`src/rtl/axi_lite_initiator_if.sv`:
```
// Core request/response and AXI4-Lite signal bundle for axi_lite_initiator.
// The master modport is the initiator's view; slave is the core + interconnect side.
interface axi_lite_initiator_if;
    logic        req_valid;
    logic        req_ready;
    logic        req_we;
    logic [31:0] req_addr;
    logic [31:0] req_wdata;
    logic [3:0]  req_wstrb;
    logic        resp_valid;
    logic [31:0] resp_rdata;
    logic        resp_err;

    logic [31:0] axi_araddr;
    logic        axi_arvalid;
    logic [2:0]  axi_arprot;
    logic        axi_arready;
    logic [31:0] axi_rdata;
    logic [1:0]  axi_rresp;
    logic        axi_rvalid;
    logic        axi_rready;
    logic [31:0] axi_awaddr;
    logic        axi_awvalid;
    logic [2:0]  axi_awprot;
    logic        axi_awready;
    logic [31:0] axi_wdata;
    logic [3:0]  axi_wstrb;
    logic        axi_wvalid;
    logic        axi_wready;
    logic [1:0]  axi_bresp;
    logic        axi_bvalid;
    logic        axi_bready;

    modport master (
        input  req_valid, req_we, req_addr, req_wdata, req_wstrb,
        output req_ready, resp_valid, resp_rdata, resp_err,
        output axi_araddr, axi_arvalid, axi_arprot,
        input  axi_arready,
        input  axi_rdata, axi_rresp, axi_rvalid,
        output axi_rready,
        output axi_awaddr, axi_awvalid, axi_awprot,
        input  axi_awready,
        output axi_wdata, axi_wstrb, axi_wvalid,
        input  axi_wready,
        input  axi_bresp, axi_bvalid,
        output axi_bready
    );

    modport slave (
        output req_valid, req_we, req_addr, req_wdata, req_wstrb,
        input  req_ready, resp_valid, resp_rdata, resp_err,
        input  axi_araddr, axi_arvalid, axi_arprot,
        output axi_arready,
        output axi_rdata, axi_rresp, axi_rvalid,
        input  axi_rready,
        input  axi_awaddr, axi_awvalid, axi_awprot,
        output axi_awready,
        input  axi_wdata, axi_wstrb, axi_wvalid,
        output axi_wready,
        output axi_bresp, axi_bvalid,
        input  axi_bready
    );
endinterface

```
`src/rtl/axi_lite_initiator.sv`:
```
// Single-outstanding AXI4-Lite initiator: one core load/store becomes one AR/R or AW/W/B
// transaction. Every output except req_ready is a flop; none reacts combinationally to AXI inputs.
//
//   state   | meaning
//   IDLE    | ready for a core request
//   RD_ADDR | arvalid high, waiting for arready
//   RD_DATA | rready high, waiting for rvalid
//   WR_REQ  | awvalid/wvalid raised, each drops after its own handshake
//   WR_RESP | bready high, waiting for bvalid
module axi_lite_initiator (
    input  logic                 clk,
    input  logic                 rstn,
    axi_lite_initiator_if.master bus
);

    typedef enum logic [2:0] {IDLE, RD_ADDR, RD_DATA, WR_REQ, WR_RESP} state_e;

    state_e      state_q, state_d;
    logic [31:0] addr_q, addr_d;
    logic [31:0] wdata_q, wdata_d;
    logic [3:0]  wstrb_q, wstrb_d;
    logic        arvalid_q, arvalid_d;
    logic        rready_q, rready_d;
    logic        awvalid_q, awvalid_d;
    logic        wvalid_q, wvalid_d;
    logic        bready_q, bready_d;
    logic        aw_done_q, aw_done_d;
    logic        w_done_q, w_done_d;
    logic        resp_valid_q, resp_valid_d;
    logic [31:0] resp_rdata_q, resp_rdata_d;
    logic        resp_err_q, resp_err_d;

    logic ar_hs, r_hs, aw_hs, w_hs, b_hs, wr_both;

    assign ar_hs   = arvalid_q & bus.axi_arready;
    assign r_hs    = rready_q  & bus.axi_rvalid;
    assign aw_hs   = awvalid_q & bus.axi_awready;
    assign w_hs    = wvalid_q  & bus.axi_wready;
    assign b_hs    = bready_q  & bus.axi_bvalid;
    // Both write handshakes done, counting any that complete this cycle.
    assign wr_both = (aw_done_q | aw_hs) & (w_done_q | w_hs);

    always_ff @(posedge clk or negedge rstn) begin
        if (!rstn) begin
            state_q      <= IDLE;
            addr_q       <= '0;
            wdata_q      <= '0;
            wstrb_q      <= '0;
            arvalid_q    <= 1'b0;
            rready_q     <= 1'b0;
            awvalid_q    <= 1'b0;
            wvalid_q     <= 1'b0;
            bready_q     <= 1'b0;
            aw_done_q    <= 1'b0;
            w_done_q     <= 1'b0;
            resp_valid_q <= 1'b0;
            resp_rdata_q <= '0;
            resp_err_q   <= 1'b0;
        end else begin
            state_q      <= state_d;
            addr_q       <= addr_d;
            wdata_q      <= wdata_d;
            wstrb_q      <= wstrb_d;
            arvalid_q    <= arvalid_d;
            rready_q     <= rready_d;
            awvalid_q    <= awvalid_d;
            wvalid_q     <= wvalid_d;
            bready_q     <= bready_d;
            aw_done_q    <= aw_done_d;
            w_done_q     <= w_done_d;
            resp_valid_q <= resp_valid_d;
            resp_rdata_q <= resp_rdata_d;
            resp_err_q   <= resp_err_d;
        end
    end

    always_comb begin
        state_d = state_q;
        case (state_q)
            IDLE:    if (bus.req_valid) state_d = bus.req_we ? WR_REQ : RD_ADDR;
            RD_ADDR: if (ar_hs)         state_d = RD_DATA;
            RD_DATA: if (r_hs)          state_d = IDLE;
            WR_REQ:  if (wr_both)       state_d = WR_RESP;
            WR_RESP: if (b_hs)          state_d = IDLE;
            default:                    state_d = IDLE;
        endcase
    end

    always_comb begin
        addr_d       = addr_q;
        wdata_d      = wdata_q;
        wstrb_d      = wstrb_q;
        arvalid_d    = arvalid_q;
        rready_d     = rready_q;
        awvalid_d    = awvalid_q;
        wvalid_d     = wvalid_q;
        bready_d     = bready_q;
        aw_done_d    = aw_done_q;
        w_done_d     = w_done_q;
        resp_valid_d = 1'b0;
        resp_rdata_d = resp_rdata_q;
        resp_err_d   = resp_err_q;
        case (state_q)
            IDLE: begin
                if (bus.req_valid) begin
                    addr_d  = bus.req_addr;
                    wdata_d = bus.req_wdata;
                    wstrb_d = bus.req_wstrb;
                    if (bus.req_we) begin
                        awvalid_d = 1'b1;
                        wvalid_d  = 1'b1;
                        aw_done_d = 1'b0;
                        w_done_d  = 1'b0;
                    end else begin
                        arvalid_d = 1'b1;
                    end
                end
            end
            RD_ADDR: begin
                if (ar_hs) begin
                    arvalid_d = 1'b0;
                    rready_d  = 1'b1;
                end
            end
            RD_DATA: begin
                if (r_hs) begin
                    rready_d     = 1'b0;
                    resp_valid_d = 1'b1;
                    resp_rdata_d = bus.axi_rdata;
                    resp_err_d   = bus.axi_rresp[1];
                end
            end
            WR_REQ: begin
                if (aw_hs) begin
                    awvalid_d = 1'b0;
                    aw_done_d = 1'b1;
                end
                if (w_hs) begin
                    wvalid_d = 1'b0;
                    w_done_d = 1'b1;
                end
                if (wr_both) bready_d = 1'b1;
            end
            WR_RESP: begin
                if (b_hs) begin
                    bready_d     = 1'b0;
                    resp_valid_d = 1'b1;
                    resp_rdata_d = '0;
                    resp_err_d   = bus.axi_bresp[1];
                end
            end
            default: ;
        endcase
    end

    assign bus.req_ready   = (state_q == IDLE);
    assign bus.resp_valid  = resp_valid_q;
    assign bus.resp_rdata  = resp_rdata_q;
    assign bus.resp_err    = resp_err_q;
    assign bus.axi_araddr  = addr_q;
    assign bus.axi_arvalid = arvalid_q;
    assign bus.axi_arprot  = 3'b000;
    assign bus.axi_rready  = rready_q;
    assign bus.axi_awaddr  = addr_q;
    assign bus.axi_awvalid = awvalid_q;
    assign bus.axi_awprot  = 3'b000;
    assign bus.axi_wdata   = wdata_q;
    assign bus.axi_wstrb   = wstrb_q;
    assign bus.axi_wvalid  = wvalid_q;
    assign bus.axi_bready  = bready_q;

endmodule

```
`src/flat_wrapper.sv`:
```
// flat-port wrapper written by rule: the top's interface ports become plain ports
module axi_lite_initiator_flat 
  (clk, rstn, bus_req_valid, bus_req_we, bus_req_addr, bus_req_wdata, bus_req_wstrb, bus_req_ready, bus_resp_valid, bus_resp_rdata, bus_resp_err, bus_axi_araddr, bus_axi_arvalid, bus_axi_arprot, bus_axi_arready, bus_axi_rdata, bus_axi_rresp, bus_axi_rvalid, bus_axi_rready, bus_axi_awaddr, bus_axi_awvalid, bus_axi_awprot, bus_axi_awready, bus_axi_wdata, bus_axi_wstrb, bus_axi_wvalid, bus_axi_wready, bus_axi_bresp, bus_axi_bvalid, bus_axi_bready);
  axi_lite_initiator_if bus_i ();
  input  logic clk;
  input  logic rstn;
  input wire logic [$bits(bus_i.req_valid)-1:0] bus_req_valid;
  input wire logic [$bits(bus_i.req_we)-1:0] bus_req_we;
  input wire logic [$bits(bus_i.req_addr)-1:0] bus_req_addr;
  input wire logic [$bits(bus_i.req_wdata)-1:0] bus_req_wdata;
  input wire logic [$bits(bus_i.req_wstrb)-1:0] bus_req_wstrb;
  output wire logic [$bits(bus_i.req_ready)-1:0] bus_req_ready;
  output wire logic [$bits(bus_i.resp_valid)-1:0] bus_resp_valid;
  output wire logic [$bits(bus_i.resp_rdata)-1:0] bus_resp_rdata;
  output wire logic [$bits(bus_i.resp_err)-1:0] bus_resp_err;
  output wire logic [$bits(bus_i.axi_araddr)-1:0] bus_axi_araddr;
  output wire logic [$bits(bus_i.axi_arvalid)-1:0] bus_axi_arvalid;
  output wire logic [$bits(bus_i.axi_arprot)-1:0] bus_axi_arprot;
  input wire logic [$bits(bus_i.axi_arready)-1:0] bus_axi_arready;
  input wire logic [$bits(bus_i.axi_rdata)-1:0] bus_axi_rdata;
  input wire logic [$bits(bus_i.axi_rresp)-1:0] bus_axi_rresp;
  input wire logic [$bits(bus_i.axi_rvalid)-1:0] bus_axi_rvalid;
  output wire logic [$bits(bus_i.axi_rready)-1:0] bus_axi_rready;
  output wire logic [$bits(bus_i.axi_awaddr)-1:0] bus_axi_awaddr;
  output wire logic [$bits(bus_i.axi_awvalid)-1:0] bus_axi_awvalid;
  output wire logic [$bits(bus_i.axi_awprot)-1:0] bus_axi_awprot;
  input wire logic [$bits(bus_i.axi_awready)-1:0] bus_axi_awready;
  output wire logic [$bits(bus_i.axi_wdata)-1:0] bus_axi_wdata;
  output wire logic [$bits(bus_i.axi_wstrb)-1:0] bus_axi_wstrb;
  output wire logic [$bits(bus_i.axi_wvalid)-1:0] bus_axi_wvalid;
  input wire logic [$bits(bus_i.axi_wready)-1:0] bus_axi_wready;
  input wire logic [$bits(bus_i.axi_bresp)-1:0] bus_axi_bresp;
  input wire logic [$bits(bus_i.axi_bvalid)-1:0] bus_axi_bvalid;
  output wire logic [$bits(bus_i.axi_bready)-1:0] bus_axi_bready;
  assign bus_i.req_valid = bus_req_valid;
  assign bus_i.req_we = bus_req_we;
  assign bus_i.req_addr = bus_req_addr;
  assign bus_i.req_wdata = bus_req_wdata;
  assign bus_i.req_wstrb = bus_req_wstrb;
  assign bus_req_ready = bus_i.req_ready;
  assign bus_resp_valid = bus_i.resp_valid;
  assign bus_resp_rdata = bus_i.resp_rdata;
  assign bus_resp_err = bus_i.resp_err;
  assign bus_axi_araddr = bus_i.axi_araddr;
  assign bus_axi_arvalid = bus_i.axi_arvalid;
  assign bus_axi_arprot = bus_i.axi_arprot;
  assign bus_i.axi_arready = bus_axi_arready;
  assign bus_i.axi_rdata = bus_axi_rdata;
  assign bus_i.axi_rresp = bus_axi_rresp;
  assign bus_i.axi_rvalid = bus_axi_rvalid;
  assign bus_axi_rready = bus_i.axi_rready;
  assign bus_axi_awaddr = bus_i.axi_awaddr;
  assign bus_axi_awvalid = bus_i.axi_awvalid;
  assign bus_axi_awprot = bus_i.axi_awprot;
  assign bus_i.axi_awready = bus_axi_awready;
  assign bus_axi_wdata = bus_i.axi_wdata;
  assign bus_axi_wstrb = bus_i.axi_wstrb;
  assign bus_axi_wvalid = bus_i.axi_wvalid;
  assign bus_i.axi_wready = bus_axi_wready;
  assign bus_i.axi_bresp = bus_axi_bresp;
  assign bus_i.axi_bvalid = bus_axi_bvalid;
  assign bus_axi_bready = bus_i.axi_bready;
  axi_lite_initiator u_core (.clk(clk), .rstn(rstn), .bus(bus_i));
endmodule
```
`config.mk`:
```
export PLATFORM = sky130hd
export DESIGN_NAME = axi_lite_initiator_flat
export DESIGN_NICKNAME = d
export VERILOG_FILES = /design/src/rtl/axi_lite_initiator_if.sv /design/src/rtl/axi_lite_initiator.sv /design/src/flat_wrapper.sv
export SDC_FILE = /design/constraint.sdc
export NUM_CORES = 1
export LEC_CHECK = 0
export ABC_CLOCK_PERIOD_IN_PS = 2400
export CAP_MARGIN = 25
export CORE_MARGIN = 1.5
export CORE_UTILIZATION = 40
export CTS_CLUSTER_SIZE = 40
export DETAILED_ROUTE_END_ITERATION = 16
export GPL_TIMING_DRIVEN = 0
export PLACE_DENSITY = 0.93
export SYNTH_ARGS = -nofsm -noshare
export SYNTH_HDL_FRONTEND = slang
export SYNTH_SLANG_ARGS = --single-unit
```
`constraint.sdc`:
```
create_clock -name clk -period 2.4 [get_ports clk]
set_input_delay 0.48 -clock clk [delete_from_list [all_inputs] [get_ports clk]]
set_output_delay 0.48 -clock clk [all_outputs]
set_load 0.01 [all_outputs]
```
==> key figures <==
CTS
  – Postcts setup bufs: 0
  – CTS root buf: clkbuf_16
  – CTS tree: built
  – CTS H-tree lvls: 3
  – CTS Buffer Depth: 2
  – Inserted Clock Buffers: 9
  – Clock transition at the registers of the reported paths: roughly 70 ps
  – Clock sink count: ~110
  – Clock Latency Late Sink: 340 ps

STA
  – Tmin final: 2104 ps
  – Final setup violation count: 0
  – Post-route setup slack: 296.3 ps
  – Worst-margin pin slew: 770.2 ps
  – Slew Viols, Final: 0
  – Max transition margin: between 40% and 50%
  – Period Utilization, post-route: between 80% and 90%
  – Final Hold Viols: 0
  – Peak Freq: roughly 480 MHz
  – Final Skew: approximately 11 ps
  – Unrepaired setup endpoints after global routing: no

Setup path
  – Critical Path, Cell by Cell: clkdlybuf4s50_1 -> nor4b_4 -> buf_6 -> mux2_1
  – Worst setup SP type: input port
  – CP max stage delay: 670 ps
  – FF-to-FF Start: u_core.state_q[0]
  – Crit path kind: in2reg
  – R2R depth: 4
  – CP Capture Type: flip-flop
  – Critical Path Fanout Max: 10
  – CP startpoint: bus_req_valid
  – WP data arrival: roughly 2300 ps
  – CP max-delay cell: nor4b_4
  – Worst reg2reg endpoint: u_core.bus.axi_araddr[1]
  – Worst EP required: between 2000 and 3000 ps
  – CP endpoint: u_core.bus.axi_araddr[1]
  – Reg2Reg Setup Slack: 440 ps

Detailed routing
  – Final antenna-violating net count: 0
  – Drt total wl: around 13,000 um
  – Via count: roughly 3,700
  – Initial DRT Pass Iterations: 4
  – Iter 0 DRT Violations: about 150
  – Wire length per cell: around 16 um
  – # DRC: 0
  – Via/cell ratio: 4.705

Synth
  – Post-synth top area cell: dfrtp_1
  – Seq cells post-synth: between 100 and 150
  – Yosys warns: 0
  – Post-synth EDFFs: 0
  – Top-count cell post-synth: dfrtp_1
  – Yosys top cell area share: between 50 and 60%
  – Synth async-reset ratio: 100.0%
  – Register area share after synthesis: between 50% and 60%
  – Prevailing post-synth register cell: dfrtp_1
  – Commonest cells post-synth: dfrtp_1 (112), mux2_2 (53), buf_4 (39), inv_1 (36), nand2_1 (35)
  – Top post-synthesis cells by area: dfrtp_1 (57%), mux2_2 (12%), mux2i_1 (6.5%)
  – Post-synth cell types: 30
  – Mean Syn Cell Area: 12.94 sq um
  – Post-Synthesis Cells: ~380
  – Synthesized area: 4891 sq um

Die
  – Row Count: 40
  – Die Area: 12,900 sq um
  – Core ar.: roughly 12,000 sq um
  – Die Wd: roughly 110 um
  – Die H: approximately 110 um
  – Initial core utilization: between 40% and 50%
  – Ports: roughly 260

Power
  – Total power: 10.39 mW
  – Static Leak: 3.496 nW
  – VDD IR max: roughly 0.6 mV
  – Power per Cell Area: around 1300 nW/um^2

GRT
  – GR Overflow Total: 0
  – First-pass GRT wire length: just under 20,000 um
  – Total global-route track usage: slightly below 20%
  – Pin count of the biggest net entering global routing: 59
  – Initial antenna violation count: 0
  – Vias in the first global route: between 3,000 and 4,000

Finish
  – ANT cells: 0
  – P&R area growth vs syn: 62.01%
  – Layout cells sized above 1: slightly below 20%
  – Final nets: approximately 760

Placed design
  – Placer Congestion: ~0.8
  – Final HPWL DP: roughly 10000 um
  – IO Port Bufs: 250
  – Pre-CTS worst setup slack: -80.13 ps

Min path
  – Hold WC Path Type: in2async

Outcome
  – Run status: finished clean

Run
  – Maxcap violations: 0
[flip-flops by register name, summed over array words and instances, names as in the netlist, 3 cells and up]
register               flops
u_core.bus.axi_wstrb       4
u_core.state_q             3
u_core.bus.axi_wdata      32
u_core.bus.axi_araddr     32
u_core.bus.resp_rdata     32
[cell families after synthesis]
group,after synthesis,synth area share [%]
AOI/OAI and AO/OA,24,3.121
and+or+nand+nor,47,4.631
buffers and inverters,92,12.05
muxes,102,22.82
DFF,112,57.30
other,1,0.07667
[area by class of cell]
| cell class | instances | area, sq um |
|---|---|---|
| buffer | 55 | 450.4 |
| clock buffer | 14 | 264.0 |
| clock inverter | 2 | 37.54 |
| fill | 856 | 4038 |
| inverter | 36 | 135.1 |
| multi-input combinational | 179 | 1523 |
| sequential | 112 | 2803 |
| tap | 147 | 183.9 |
| timing repair buffer | 251 | 2527 |
[placed cells by master, fill, tap and decap left out, drive strengths merged, types with 2 or more instances in the layout]
cell type,n
o31ai,2
mux2,70
nand2,35
mux2i,32
nand4b,2
o21ai,4
inv,36
conb,6
dfrtp,112
buf,54
clkbuf,17
nor2,2
a31oi,3
o2bb2ai,3
clkdlybuf4s50,249
a21oi,9
[metrics by stage]
| step | util [%] | std cells | hold WS, ps | cell area, sq um | setup TNS (ps) |
|---|---|---|---|---|---|
| 3_5_place_dp | 63.71 | 781 | 478.4 | 7621 | -3429 |
| 2_1_floorplan | - | 383 | 184.4 | 4910 | 0 |
| 5_1_grt | 66.24 | 796 | 244.1 | 7924 | 0 |
| 3_3_place_gp | 63.50 | 780 | 466.1 | 7596 | -361400 |
| 6_report | 66.24 | 796 | 184.6 | 7924 | 0 |
| 4_1_cts | 66.23 | 797 | 214.2 | 7923 | 0 |
[metal layers]
layer  GRT usage (%)  vias to the layer above  share of wire, %  routed length [um]
li1                -                     1740                 -                   -
met1           21.38                     1814                37                4676
met2           36.43                      159                54                6789
met3           3.241                       32               5.4                 680
met4           9.250                        0               3.2                 408
met5               0                        -                 0                   0
[worst min path at each step]
| stage | to | slack, ps |
|---|---|---|
| after global placement | u_core.bus.axi_wdata[29] | 470 |
| after floorplan | u_core.aw_done_q | 180 |
| after global routing | u_core.bus.axi_wdata[23] | 240 |
| after detailed placement | u_core.bus.axi_wdata[28] | 480 |
| after CTS | u_core.bus.axi_araddr[0] | 210 |
| final | u_core.bus.axi_araddr[0] | 180 |
[timing repair]
| action | in CTS | in global routing |
|---|---|---|
| hold buffers | 0 | 0 |
| setup endpoints to repair | 0 | 1 |
| gates resized for setup | 0 | 1 |
[power breakdown]
part | total (mW) | switching [mW] | internal [mW] | leakage (nW)
combinational | 5.46 | 2.04 | 3.42 | 2.06
clock | 1.51 | 0.641 | 0.869 | 0.143
sequential | 3.42 | 0.596 | 2.82 | 1.29
[critical path, delay by kind of cell]
kind | cells | cell delay [ps]
muxes | 1 | 350
buffers and inverters | 2 | 800
and+or+nand+nor | 1 | 670
Power figures use the tool's default switching activity.
